$ cat config.mk
export PLATFORM = sky130hd
export DESIGN_NAME = rf_wb_arbiter
export DESIGN_NICKNAME = d
export VERILOG_FILES = /design/src/rtl/rf_ctrl_pkg.sv /design/src/rtl/rr_arb2.sv /design/src/rtl/rf_wb_arbiter.sv
export SDC_FILE = /design/constraint.sdc
export NUM_CORES = 1
export LEC_CHECK = 0
export ABC_CLOCK_PERIOD_IN_PS = 3070
export CAP_MARGIN = 25
export CORE_MARGIN = 8
export CORE_UTILIZATION = 35
export DETAILED_ROUTE_END_ITERATION = 7
export GPL_TIMING_DRIVEN = 0
export HOLD_SLACK_MARGIN = 0.05
export PLACE_DENSITY = 0.76
export SLEW_MARGIN = 20
export SYNTH_ARGS = -nofsm -noshare
export SYNTH_HDL_FRONTEND = slang
export SYNTH_SLANG_ARGS = --single-unit
$ cat constraint.sdc
create_clock -name clk -period 3.07 [get_ports clk]
set_input_delay 0.614 -clock clk [delete_from_list [all_inputs] [get_ports clk]]
set_output_delay 0.614 -clock clk [all_outputs]
set_load 0.01 [all_outputs]
$ cat src/rtl/rf_ctrl_pkg.sv
// Shared parameters and encodings for the register-file
// write-port controller.
package rf_ctrl_pkg;
   localparam int XLEN     = 32;
   localparam int ADDR_W   = 5;
   localparam int NUM_REGS = 32;
   localparam int STALL_W  = 16;

   typedef enum logic {
      INIT = 1'b0,
      RUN  = 1'b1
   } state_t;

   typedef enum logic {
      GNT_ALU = 1'b0,
      GNT_MEM = 1'b1
   } gnt_t;
endpackage

$ cat src/rtl/rr_arb2.sv
// Two-requester round-robin arbiter; bit 0 is the ALU,
// bit 1 the load unit.
module rr_arb2
   import rf_ctrl_pkg::*;
(
   input  logic       clk,
   input  logic       rst_n,
   input  logic       enable,
   input  logic [1:0] req,
   output logic [1:0] gnt
);
   gnt_t lastGrant;

   always_comb begin
      gnt = 2'b00;
      if (enable) begin
         unique case (req)
            2'b01:   gnt = 2'b01;
            2'b10:   gnt = 2'b10;
            2'b11:   gnt = (lastGrant == GNT_MEM) ? 2'b01 : 2'b10;
            default: gnt = 2'b00;
         endcase
      end
   end

   // Priority only moves on an accepted transfer.
   always_ff @(posedge clk or negedge rst_n) begin
      if (!rst_n) begin
         lastGrant <= GNT_MEM;
      end else if (gnt[0]) begin
         lastGrant <= GNT_ALU;
      end else if (gnt[1]) begin
         lastGrant <= GNT_MEM;
      end
   end
endmodule

$ cat src/rtl/rf_wb_arbiter.sv
// Register-file write-port controller: clears x1..x31 after
// reset, then arbitrates ALU and load writebacks.
module rf_wb_arbiter
   import rf_ctrl_pkg::*;
(
   input  logic               clk,
   input  logic               rst_n,
   input  logic               aluValid,
   output logic               aluReady,
   input  logic [ADDR_W-1:0]  aluRd,
   input  logic [XLEN-1:0]    aluData,
   input  logic               memValid,
   output logic               memReady,
   input  logic [ADDR_W-1:0]  memRd,
   input  logic [XLEN-1:0]    memData,
   output logic               regWriteEnable,
   output logic [ADDR_W-1:0]  writeReg,
   output logic [XLEN-1:0]    writeData,
   output logic               initDone,
   output logic [STALL_W-1:0] stallCount
);
   state_t state, nextState;
   logic [ADDR_W-1:0] idx;
   logic [1:0] gnt;
   logic running, lastIdx, stalled;
   logic nxtWe;
   logic [ADDR_W-1:0] nxtReg;
   logic [XLEN-1:0] nxtData;

   assign running = (state == RUN);
   assign lastIdx = (idx == ADDR_W'(NUM_REGS - 1));

   rr_arb2 uArb (
      .clk    (clk),
      .rst_n  (rst_n),
      .enable (running),
      .req    ({memValid, aluValid}),
      .gnt    (gnt)
   );

   assign aluReady = gnt[0];
   assign memReady = gnt[1];
   assign stalled  = running &&
                     ((aluValid && !aluReady) ||
                      (memValid && !memReady));

   always_ff @(posedge clk or negedge rst_n) begin
      if (!rst_n) begin
         state <= INIT;
      end else begin
         state <= nextState;
      end
   end

   always_comb begin
      nextState = state;
      unique case (state)
         INIT: if (lastIdx) nextState = RUN;
         RUN:  nextState = RUN;
         default: nextState = INIT;
      endcase
   end

   // x0 transfers are consumed but never enable a write.
   always_comb begin
      nxtWe   = 1'b0;
      nxtReg  = writeReg;
      nxtData = writeData;
      if (!running) begin
         nxtWe   = 1'b1;
         nxtReg  = idx;
         nxtData = '0;
      end else begin
         unique case (1'b1)
            gnt[0]: begin
               nxtWe   = (aluRd != '0);
               nxtReg  = aluRd;
               nxtData = aluData;
            end
            gnt[1]: begin
               nxtWe   = (memRd != '0);
               nxtReg  = memRd;
               nxtData = memData;
            end
            default: nxtWe = 1'b0;
         endcase
      end
   end

   always_ff @(posedge clk or negedge rst_n) begin
      if (!rst_n) begin
         idx            <= ADDR_W'(1);
         regWriteEnable <= 1'b0;
         writeReg       <= '0;
         writeData      <= '0;
         initDone       <= 1'b0;
         stallCount     <= '0;
      end else begin
         regWriteEnable <= nxtWe;
         writeReg       <= nxtReg;
         writeData      <= nxtData;
         if (!running && !lastIdx) idx <= idx + 1'b1;
         if (!running && lastIdx) initDone <= 1'b1;
         if (stalled && stallCount != '1) begin
            stallCount <= stallCount + 1'b1;
         end
      end
   end
endmodule

**Word-level counts from Yosys, hierarchy flattened**

Index checks and enable logic that the tools add are counted.

- Bits in registers: 62
- Input bits: 78
- Output and inout bits: 57
- Logic and storage cells: 44

- Add/sub/neg operators: 2
- Eq/ne operators: 6
- Muxes and demuxes: 13
- Bitwise operators: 1
- Reductions and logical operators: 14

Operators by type and width:

| cell | number |
|---|---|
| 32-bit case mux with 2 select lines | 1 |
| 32-bit 2-to-1 mux | 1 |
| 16-bit by 1-bit adder with 16-bit output (second input constant) | 1 |
| 16-bit != test (second input constant) | 1 |
| 5-bit case mux with 2 select lines | 1 |
| 5-bit nonzero test | 2 |
| 1-bit logical AND | 6 |
| 2-bit case mux with 3 select lines | 1 |
| 5-bit by 1-bit adder with 5-bit output (second input constant) | 1 |
| 5-bit == test (second input constant) | 1 |
| 5-bit 2-to-1 mux | 1 |
| 2-bit == test (second input constant) | 2 |
| 1-bit logical NOT | 4 |
| 1-bit 2-to-1 mux | 4 |
| 2-bit 2-to-1 mux | 2 |
| 1-bit case mux with 2 select lines | 2 |
| 3-bit by 1-bit != test with 1-bit output (second input constant) | 1 |
| 2-bit by 1-bit == test with 1-bit output (second input constant) | 1 |
| 2-bit nonzero test | 1 |
| 1-bit logical OR | 1 |
| 1-bit NOT | 1 |

**Longest topological paths before layout**

- Depth after elaboration: 8
- Depth in mapped cells: 7

**Modules after synthesis**

From an unflattened synthesis, not the netlist that was laid out.

- Cell total of the unflattened synthesis: 313
- Area total of the unflattened synthesis: 3,091.7 um^2

Modules (own cells, without submodules):

| module | times used | cells each | area an instance (um^2) | seq. area each (um^2) |
|---|---|---|---|---|
| rf_wb_arbiter | 1 | 305 | 3,029.2 | 1,527.7 |
| rr_arb2 | 1 | 8 | 62.6 | 26.3 |

**Least setup slack after synthesis**

Ideal clock, no wire load.

- Path kind: input-to-reg
- Start: in aluValid
- End: reg stallCount[14]
- Setup time: 128 ps
- Data arrival time: 1,872 ps
- Setup slack: 1,071 ps
- Stages: 5
- Path buffers: 1
- Cells stage by stage: buf_2 > nand3_4 > or4_4 > nor3_2 > mux2_1

- Cells in the longest elaborated chain, start to end: 8

Ends and longest elaborated chain:

| what | RTL line | source |
|---|---|---|
| start: declaration | rf_wb_arbiter.sv:8 | `input logic aluValid,` |
| 2-bit == test / 2-bit by 1-bit == test with 1-bit output (equally long branches) | rr_arb2.sv:17 | `unique case (req)` |
| 2-bit case mux with 3 select lines | rr_arb2.sv:17 |  |
| 2-bit 2-to-1 mux | rr_arb2.sv:16 | `if (enable) begin` |
| 1-bit logical NOT (on tied branches) | rf_wb_arbiter.sv:44, rf_wb_arbiter.sv:45 |  |
| 1-bit logical AND (on tied branches) | rf_wb_arbiter.sv:44, rf_wb_arbiter.sv:45 |  |
| 1-bit logical OR (*) | rf_wb_arbiter.sv:44 | `((aluValid && !aluReady) \|\|` |
| 1-bit logical AND (*) | rf_wb_arbiter.sv:43 | `assign stalled = running &&` |
| 1-bit logical AND (*) | rf_wb_arbiter.sv:104 | `if (stalled && stallCount != '1) begin` |
| end signal: assignment | rf_wb_arbiter.sv:105 | `stallCount <= stallCount + 1'b1;` |
| end: declaration | rf_wb_arbiter.sv:20 | `output logic [STALL_W-1:0] stallCount` |

Mark *: on every way between the ends. The rest lies on a longest branch, timed or not.
A chain may end at the register's enable or synchronous reset.

**Final worst setup path**

- Start: in aluValid
- End: out memReady

- Cells in the longest elaborated chain, start to end: 3

Ends and longest elaborated chain:

| what | RTL line | source |
|---|---|---|
| 2-bit == test / 2-bit by 1-bit == test with 1-bit output (equally long branches) | rr_arb2.sv:17 |  |
| 2-bit case mux with 3 select lines (*) | rr_arb2.sv:17 |  |
| 2-bit 2-to-1 mux (*) | rr_arb2.sv:16 |  |
| end: declaration | rf_wb_arbiter.sv:13 | `output logic memReady,` |

Marks and branches as above.

==> reports/qor.yml <==
floorplanning:
  core_um2: 8590
  die_h_um: 109
  ios: 135
  rows: 34
  die_w_um: 109
  start_util: 0.355
  dieArea_um2: 12000
global_routing:
  antenna_found_initial: 0
  grt_pass1_wl_um: 15800
  gr-total-overflow: 0
  grt_max_degree: 59
  grt_use_total: 0.167
  grt_pass1_vias: 3258
timing:
  final_hold_viol_count: 0
  setup_viol: 0
  period_minus_slack_ns: 2.81
  rsz0062_at_grt: "false"
  drv_slew: 0
  fin_skew_ns: 0.00745
  worst_pin_slew_ns: 0.529
  period_share: 0.916
  slew_headroom: 0.644
  clock.fmax_mhz: 355
  fin_setup_tns_ns: 0
yosys:
  syn_inst: 327
  synth_most_common_cell: "nand2_1"
  ys_seq_area_frac: 0.509
  synth_top_area_share: 0.492
  async_flop_share: 1.00
  ys.warnings.count: 0
  synthFlopType: "dfrtp_1"
  synth-edff-count: 0
  synth_common_cells: "nand2_1, dfrtp_1, o21ai_0"
  syn-num-nets: 408
  synth_area_per_cell_um2: 9.33
  mappedNetlistArea_um2: 3050
  synth_top_area_cell: "dfrtp_1"
  synth_cell_types: 39
  synth.area.top_cells: "dfrtp_1, nand2_1, o21ai_0"
  ys_ff_latch: 62
clock_tree:
  clock_latency_ns: 0.34
  cts.sinks: 62
  cts_made_buffers: 9
  htree_levels: 3
  cts.path.max_buffers: 2
  cts_tree: "built"
  postCtsResizedCells: 0
  cts_hold_buf: 0
  post-cts-setup-buffer-count: 0
  root_buffer: "clkbuf_8"
  clkSlewWorstSetupHoldPaths_ns: 0.06
drt:
  routedWlPerCell_um: 16.5
  routed_wl_um: 9610
  drt_pass1_iterations: 5
  drc: 0
  ant_nets: 0
  drtIter0Drc: 62
  via_per_inst: 5.09
  num_vias: 2971
critical_path:
  arrival_ns: 2.20
  rrSetupSlack_ns: 1.20
  path_cells: "buf_2, nand2_1, nand3_1, inv_1, clkbuf_1, clkdlybuf4s50_1"
  crit_family: "buffers and inverters"
  r2r_start: "uArb.lastGrant$_DFFE_PN1P_"
  cp_max_fo: 10
  cpPeakStageDelay_ns: 0.63
  critPathKind: "primary input to output port"
  cp-startpoint: "aluValid"
  cp_num_buf_inv: 4
  end_kind: "output port"
  required_ns: 2.46
  crit_slowest_cell: "clkdlybuf4s50_1"
  cp-start-kind: "primary input"
placement:
  io_buffer_count: 132
  dp_hpwl_um: 7470
  gp_congestion: 0.811
status:
  outcome: "finished clean"
run:
  maxCapViolCount: 0
final_layout:
  final_nets: 552
  layout-drive-gt1-share: 0.0714
  synthToLayoutAreaGrowth_pct: 53.6
  diodes: 0
pwr:
  power.total_mw: 2.16
  power.density_nw_per_um2: 462
  power_leakage_nw: 1.94
  max-vdd-ir-drop_mv: 0.196
worst_hold_path:
  hp-class: "primary input to async pin"
[metal layers]
| layer | up-vias | GRT usage | wire length, um |
|---|---|---|---|
| li1 | 1447 | - | - |
| met4 | 0 | 0.0694 | 178 |
| met3 | 13 | 0.0686 | 872 |
| met1 | 1406 | 0.188 | 3870 |
| met2 | 105 | 0.276 | 4700 |
| met5 | - | 0 | 0 |
[kinds of logic after synthesis]
family | synth area share
DFF | 0.509
adders and majority gates | 0.0123
buffers and inverters | 0.0398
AOI/OAI and AO/OA | 0.178
xor gates and xnor gates | 0.0258
muxes | 0.0386
and+or+nand+nor | 0.196
[cell type report]
cell class / instances / area, um^2
Fill cell: 811 / 3910
Buffer: 22 / 87.6
Inverter: 9 / 33.8
Timing Repair Buffer: 133 / 1350
Sequential cell: 62 / 1550
Clock buffer: 14 / 143
Clock inverter: 2 / 10.0
Multi-Input combinational cell: 234 / 1380
Tap cell: 108 / 135
[report_power, final]
part | internal (mW) | switching, mW
clock network | 0.292 | 0.299
logic | 0.333 | 0.252
registers | 0.911 | 0.0756
total | 1.54 | 0.627
[state kept, by name, indices dropped and copies added, names as in the netlist]
register,count
writeData,32
stallCount,16
running,1
initDone,1
idx,5
regWriteEnable,1
writeReg,5
uArb.lastGrant,1
[metrics by stage]
step	hold WS (ns)	setup slack, ns	std cells	utilization	instance area [um^2]
after floorplan	0.318	1.07	327	-	3050
after global placement	0.452	-0.591	567	0.524	4510
after detailed placement	0.433	0.200	568	0.527	4530
after CTS	0.0650	0.197	584	0.545	4680
after global routing	0.0594	0.0732	584	0.545	4680
final	0.0798	0.257	584	0.545	4680
[cell usage in the layout, fill, tap and decap left out, types with 4 or more instances in the layout]
| master | n |
|---|---|
| o21ai_0 | 43 |
| xnor2_1 | 5 |
| a2bb2oi_1 | 4 |
| clkbuf_8 | 9 |
| mux2i_1 | 5 |
| nor2_1 | 8 |
| nand2_1 | 78 |
| clkdlybuf4s50_1 | 131 |
| a21oi_1 | 5 |
| dfrtp_1 | 60 |
| buf_2 | 4 |
| nor3_1 | 4 |
| nand4_1 | 6 |
| inv_1 | 9 |
| nand3_1 | 4 |
| clkbuf_1 | 21 |
| xor2_1 | 4 |
| a31oi_1 | 33 |
| mux2_2 | 4 |
[final timing paths]
| kind | end | cells past startpoint |
|---|---|---|
| worst max-delay path | memReady | 6 |
| worst max register to register | writeData[26]$_DFFE_PN0P_ | 6 |
| worst min-delay path | writeReg[4]$_DFFE_PN0P_ | 1 |
| max in group asynchronous | idx[0]$_DFFE_PN1P_ | 2 |
| worst min register to register | initDone$_DFFE_PN0P_ | 1 |
| min in group clk | initDone$_DFFE_PN0P_ | 1 |
[worst reg2reg max path: stages (launching register included)]
cell and delay, ns:
dfstp_2 0.56, nand2_1 0.08, nand3_1 0.12, buf_2 0.27, clkbuf_1 0.45, nand2_1 0.11, a31oi_1 0.19
(Power assumes the default switching activity.)
